## config.mk

```make
export PLATFORM = sky130hd
export DESIGN_NAME = multi_mode_adder
export DESIGN_NICKNAME = d
export VERILOG_FILES = /design/src/rtl/multi_mode_adder_pkg.sv /design/src/rtl/add_sub_core.sv /design/src/rtl/multi_mode_adder.sv
export SDC_FILE = /design/constraint.sdc
export NUM_CORES = 1
export LEC_CHECK = 0
export ABC_CLOCK_PERIOD_IN_PS = 3150
export CAP_MARGIN = 20
export CORE_MARGIN = 8
export CORE_UTILIZATION = 55
export CTS_BUF_LIST = sky130_fd_sc_hd__clkbuf_16
export CTS_CLUSTER_SIZE = 16
export DETAILED_ROUTE_END_ITERATION = 10
export MAX_ROUTING_LAYER = met4
export PLACE_DENSITY = 0.91
export SYNTH_ARGS = -nofsm -noshare
export SYNTH_HDL_FRONTEND = slang
export SYNTH_SLANG_ARGS = --single-unit
```

## constraint.sdc

```tcl
create_clock -name clk -period 3.15 [get_ports clk]
set_input_delay 0.63 -clock clk [delete_from_list [all_inputs] [get_ports clk]]
set_output_delay 0.63 -clock clk [all_outputs]
set_load 0.01 [all_outputs]
```

## src/rtl/multi_mode_adder_pkg.sv

```systemverilog
// Shared types and saturation helpers for the multi-mode adder.
package multi_mode_adder_pkg;

  typedef enum logic [1:0] {
    MODE_ADD  = 2'b00,
    MODE_SUB  = 2'b01,
    MODE_ACC  = 2'b10,
    MODE_LOAD = 2'b11
  } mode_e;

  function automatic logic [63:0] sat_max(input int w);
    sat_max = (64'(1) << (w - 1)) - 64'(1);
  endfunction

  function automatic logic [63:0] sat_min(input int w);
    sat_min = 64'(1) << (w - 1);
  endfunction

endpackage

```

## src/rtl/add_sub_core.sv

```systemverilog
// Combinational WIDTH+1 add/subtract with carry, overflow and optional clamp.
module add_sub_core
  import multi_mode_adder_pkg::*;
#(
  parameter int WIDTH    = 16,
  parameter int SATURATE = 0
) (
  input  mode_e            mode,
  input  logic [WIDTH-1:0] op_a,
  input  logic [WIDTH-1:0] op_b,
  input  logic [WIDTH-1:0] acc,
  output logic [WIDTH-1:0] result,
  output logic             carry,
  output logic             overflow
);

  localparam logic [WIDTH-1:0] SMAX = WIDTH'(sat_max(WIDTH));
  localparam logic [WIDTH-1:0] SMIN = WIDTH'(sat_min(WIDTH));

  logic [WIDTH-1:0] x;
  logic [WIDTH-1:0] y;
  logic             sub;
  logic [WIDTH:0]   sum;

  always_comb begin
    x   = op_a;
    y   = op_b;
    sub = 1'b0;
    unique case (mode)
      MODE_ADD:  ;
      MODE_SUB:  sub = 1'b1;
      MODE_ACC: begin
        x = acc;
        y = op_a;
      end
      MODE_LOAD: y = '0;
    endcase
  end

  always_comb begin
    if (sub) sum = {1'b0, x} - {1'b0, y};
    else     sum = {1'b0, x} + {1'b0, y};
  end

  // LOAD adds zero, so carry and overflow fall out as 0.
  always_comb begin
    carry = sum[WIDTH];
    if (sub) overflow = (x[WIDTH-1] != y[WIDTH-1]);
    else     overflow = (x[WIDTH-1] == y[WIDTH-1]);
    overflow = overflow && (sum[WIDTH-1] != x[WIDTH-1]);
    result = sum[WIDTH-1:0];
    if (SATURATE != 0 && overflow)
      result = x[WIDTH-1] ? SMIN : SMAX;
  end

endmodule

```

## src/rtl/multi_mode_adder.sv

```systemverilog
// Pipelined ADD/SUB/ACC/LOAD unit with accumulator and valid/ready flow.
module multi_mode_adder
  import multi_mode_adder_pkg::*;
#(
  parameter int WIDTH    = 16,
  parameter int STAGES   = 2,
  parameter int SATURATE = 0
) (
  input  logic             clk,
  input  logic             rst,
  input  logic             in_valid,
  output logic             in_ready,
  input  logic [WIDTH-1:0] op_a,
  input  logic [WIDTH-1:0] op_b,
  input  logic [1:0]       mode,
  output logic             out_valid,
  input  logic             out_ready,
  output logic [WIDTH-1:0] result,
  output logic             carry,
  output logic             overflow
);

  typedef struct packed {
    logic [WIDTH-1:0] result;
    logic             carry;
    logic             overflow;
  } res_t;

  mode_e             m;
  logic [WIDTH-1:0]  acc;
  res_t              core;
  res_t              data [STAGES];
  logic [STAGES-1:0] vld;
  logic [STAGES-1:0] en;
  logic              in_fire;

  assign m = mode_e'(mode);

  add_sub_core #(
    .WIDTH    (WIDTH),
    .SATURATE (SATURATE)
  ) u_core (
    .mode     (m),
    .op_a     (op_a),
    .op_b     (op_b),
    .acc      (acc),
    .result   (core.result),
    .carry    (core.carry),
    .overflow (core.overflow)
  );

  // A stage may advance if the consumer drains or any later stage is empty.
  always_comb begin
    en = '0;
    for (int i = 0; i < STAGES; i++) begin
      en[i] = out_ready;
      for (int j = i; j < STAGES; j++)
        if (!vld[j]) en[i] = 1'b1;
    end
  end

  assign in_ready = en[0];
  assign in_fire  = in_valid && in_ready;

  always_ff @(posedge clk or posedge rst) begin
    if (rst) begin
      acc <= '0;
      vld <= '0;
      for (int i = 0; i < STAGES; i++)
        data[i] <= '0;
    end else begin
      if (in_fire && (m == MODE_ACC || m == MODE_LOAD))
        acc <= core.result;
      if (en[0]) begin
        vld[0]  <= in_fire;
        data[0] <= in_fire ? core : '0;
      end
      for (int i = 1; i < STAGES; i++) begin
        if (en[i]) begin
          vld[i]  <= vld[i-1];
          data[i] <= data[i-1];
        end
      end
    end
  end

  assign out_valid = vld[STAGES-1];
  assign result    = data[STAGES-1].result;
  assign carry     = data[STAGES-1].carry;
  assign overflow  = data[STAGES-1].overflow;

endmodule

```

==> flow_metrics.env <==
export IMPL_drt_wl_total_um=15500
export IMPL_period_share_pct=136
export IMPL_intPower_mw=2.27
export IMPL_cp_cell_sequence="buf_12 -> buf_6 -> and3b_2 -> nor4_4 -> nand4bb_4 -> buf_6 -> a211oi_2 -> buf_4 -> nor3_4 -> a21oi_2 -> o21ai_2 -> ha_4 -> nor4_4 -> o221ai_2 -> a311oi_2 -> buf_4 -> o21ai_1 -> a21oi_1 -> xor2_1 -> a22o_1"
export IMPL_antenna_left=0
export IMPL_placed_cells=610
export IMPL_critical_path_class="input port to register"
export IMPL_die_w_um=100
export IMPL_slew_viol_final=0
export IMPL_layout_cells_non_filler=650
export IMPL_startpoint_type="input port"
export IMPL_cts_buffer_depth=2
export IMPL_track_usage_pct=24.4
export IMPL_crit_start="mode[1]"
export IMPL_rsz0062_at_grt="true"
export IMPL_max_cap_violations=0
export IMPL_multi_input_area_um2=2730
export IMPL_synth_area_um2=3910
export IMPL_wire_per_inst_um=23.8
export IMPL_grt_pass1_wl_um=19300
export IMPL_violations="negative setup slack"
export IMPL_peakVddDrop_mv=0.336
export IMPL_async_reset_ff_share_pct=100
export IMPL_hold_violations=0
export IMPL_initial_utilization_pct=57.2
export IMPL_synth_largest_area_cell="dfrtp_1"
export IMPL_hold_start="vld[0]"
export IMPL_ys_warn_count=0
export IMPL_worst_slew_pin_slew_ps=1010
export IMPL_syn2layout_area_growth_pct=50.5
export IMPL_pre_cts_slack_ps=-1380
export IMPL_antenna_found_initial=0
export IMPL_vias=4292
export IMPL_fp_dieH_um=100
export IMPL_yosysMostFrequentCell="dfrtp_1"
export IMPL_num_fill_cells=335
export IMPL_setup_ws_ps=-1150
export IMPL_cts_buffers=5
export IMPL_portBuffers=57
export IMPL_synth_edff_count=0
export IMPL_setup_tns_final_ps=-15660
export IMPL_powerDensity_nw_per_um2=626
export IMPL_crit_required_ps=3330
export IMPL_io_pins=58
export IMPL_p_sw_share_pct=38.3
export IMPL_grt_pass1_vias=4101
export IMPL_seq_power_share_pct=30.6
export IMPL_drive_gt1_share_pct=46.6
export IMPL_clkSinkCount=54
export IMPL_synth_nets=461
export IMPL_slew_headroom_pct=32.6
export IMPL_cts_tree="built"
export IMPL_postCtsHoldBufs=0
export IMPL_cp_data_arrival_time_ps=4470
export IMPL_clk_latency_ps=290
export IMPL_gp_congestion=0.981
export IMPL_ys_types=52
export IMPL_setup_viol=26
export IMPL_coreArea_um2=6830
export IMPL_critPathSlowestCell="a311oi_2"
export IMPL_p_sw_mw=1.41
export IMPL_seq_area_um2=1350
export IMPL_drtIter0Drc=423
export IMPL_nets=608
export IMPL_design_area_um2=5880
export IMPL_syn_avg_cell_area_um2=9.62
export IMPL_ys_top_cells_by_area="dfrtp_1 35%, mux2_2 13%, ha_1 5.1%"
export IMPL_rows=30
export IMPL_synthCells=406
export IMPL_synth_common_cells="54 x dfrtp_1, 46 x mux2_2, 32 x nor2_1, 29 x a21oi_1, 25 x nand2_1"
export IMPL_worstSetupEndpointType="register"
export IMPL_firstDrtPassIters=5
export IMPL_final_core_util_pct=86.1
export IMPL_fmax_ghz=0.233
export IMPL_finClkSkew_ps=5.64
export IMPL_hold_slack_ps=461
export IMPL_path_max_fanout=4
export IMPL_clk_pin_slew_ps=70
export IMPL_power_total_mw=3.68
export IMPL_hold_class="register to register"
export IMPL_min_period_ps=4300
export IMPL_cpPeakStageDelay_ps=480
export IMPL_p_leak_nw=2.69
export IMPL_seq_area_frac_synth_pct=34.6
export IMPL_via_per_inst=6.60
export IMPL_die_area_um2=10100
export IMPL_ys_flop_type="dfrtp_1"
export IMPL_drc=0
export IMPL_status="finished with violations"
export IMPL_reg2reg_from="acc[4]"
export IMPL_n_antenna_cell=0
export IMPL_placed_area_um2=5060
export IMPL_grt_max_degree=29
export IMPL_p_clk_share_pct=14.0
export IMPL_grt_overflow=0
export IMPL_p_comb_share_pct=55.4
export IMPL_clockRootBuffer="clkbuf_16"
export IMPL_htree_levels=2
export IMPL_hpwlAfterDp_um=8310
export IMPL_synth_top_area_share_pct=34.6
export IMPL_ys_ff_latch=54
## cell usage in the layout, fill, tap and decap left out, types with 6 or more instances in the layout
cell               n
o21ai_0            7
xor2_1             7
ha_1              10
xnor2_2            6
inv_1              9
nor2_2            10
a21oi_1           16
buf_6              8
mux2i_1            9
clkdlybuf4s50_1   45
buf_4            109
a22o_1            14
mux2_2            44
nor2_1            21
o21bai_1           8
ha_4               6
dlygate4sd2_1      8
nand2_1           21
a21oi_2           11
dfrtp_1           54
xnor2_1            6
nor3_1             6
## metal layers
metal  GRT usage (%)  wire length (um)  vias to the layer above
li1                -                 -                     1758
met1            26.0              5470                     2016
met2            41.7              7160                      388
met3            4.43              1580                      130
met4            14.7              1250                        0
met5               -                 0                        -
## power groups by stage
stage	Clock, mW	Combinational [mW]	Sequential (mW)
finish	0.515	2.04	1.13
global route	0.542	2.12	1.14
CTS	0.509	1.59	1.10
detailed placement	0	1.46	1.11
global placement	0	1.37	1.09
floorplan	0	0.961	1.03
## worst max-delay path: cells and delay by family
kind,cells,cell delay [ps]
and+or+nand+nor,5,1140
AOI/OAI and AO/OA,8,1610
buffers and inverters,5,780
adders and majority gates,1,190
xor gates and xnor gates,1,100
## layout make-up
class / count / share of cell area (%)
clock buffers: 5 / 2.13
clock inverters: 3 / 0.192
inverters: 12 / 0.809
multi-input cells: 305 / 46.5
flip-flops and latches: 54 / 23.0
well taps: 96 / 2.04
repair buffers: 175 / 25.3
## timing repair
action / CTS / global route
resized for setup: 60 / 68
endpoints found under the setup margin: 27 / 25
pin swaps: 35 / 44
buffers inserted: 14 / 20
## flip-flops by register name, indices dropped and copies added (netlist names)
| name | cells |
|---|---|
| overflow | 1 |
| vld | 2 |
| carry | 1 |
| result | 16 |
| data | 18 |
| acc | 16 |
## cell families (layout without fill, tap and decap cells)
kind of cell	count (synthesis)	count (layout)	share of synthesized area, %
adder cells (fa/ha/maj)	17	17	5.64
multiplexers	56	56	15.9
buffers and inverters	47	195	6.69
flip-flops	54	54	34.6
XOR/XNOR	19	19	4.26
AND/OR/NAND/NOR	104	104	14.1
AO/OA/AOI/OAI	109	109	18.8
## path summary, 6_finish.rpt
kind                                 end  slack, ps  cells after the start
worst max-delay path            data[19]      -1150                     20
worst min-delay path              vld[1]        460                      1
worst max register to register  data[18]         60                      9
worst min register to register    vld[1]        460                      1
max in group asynchronous       data[20]       1820                      3
min in group asynchronous        acc[13]        710                      2
Power figures use the tool's default switching activity.
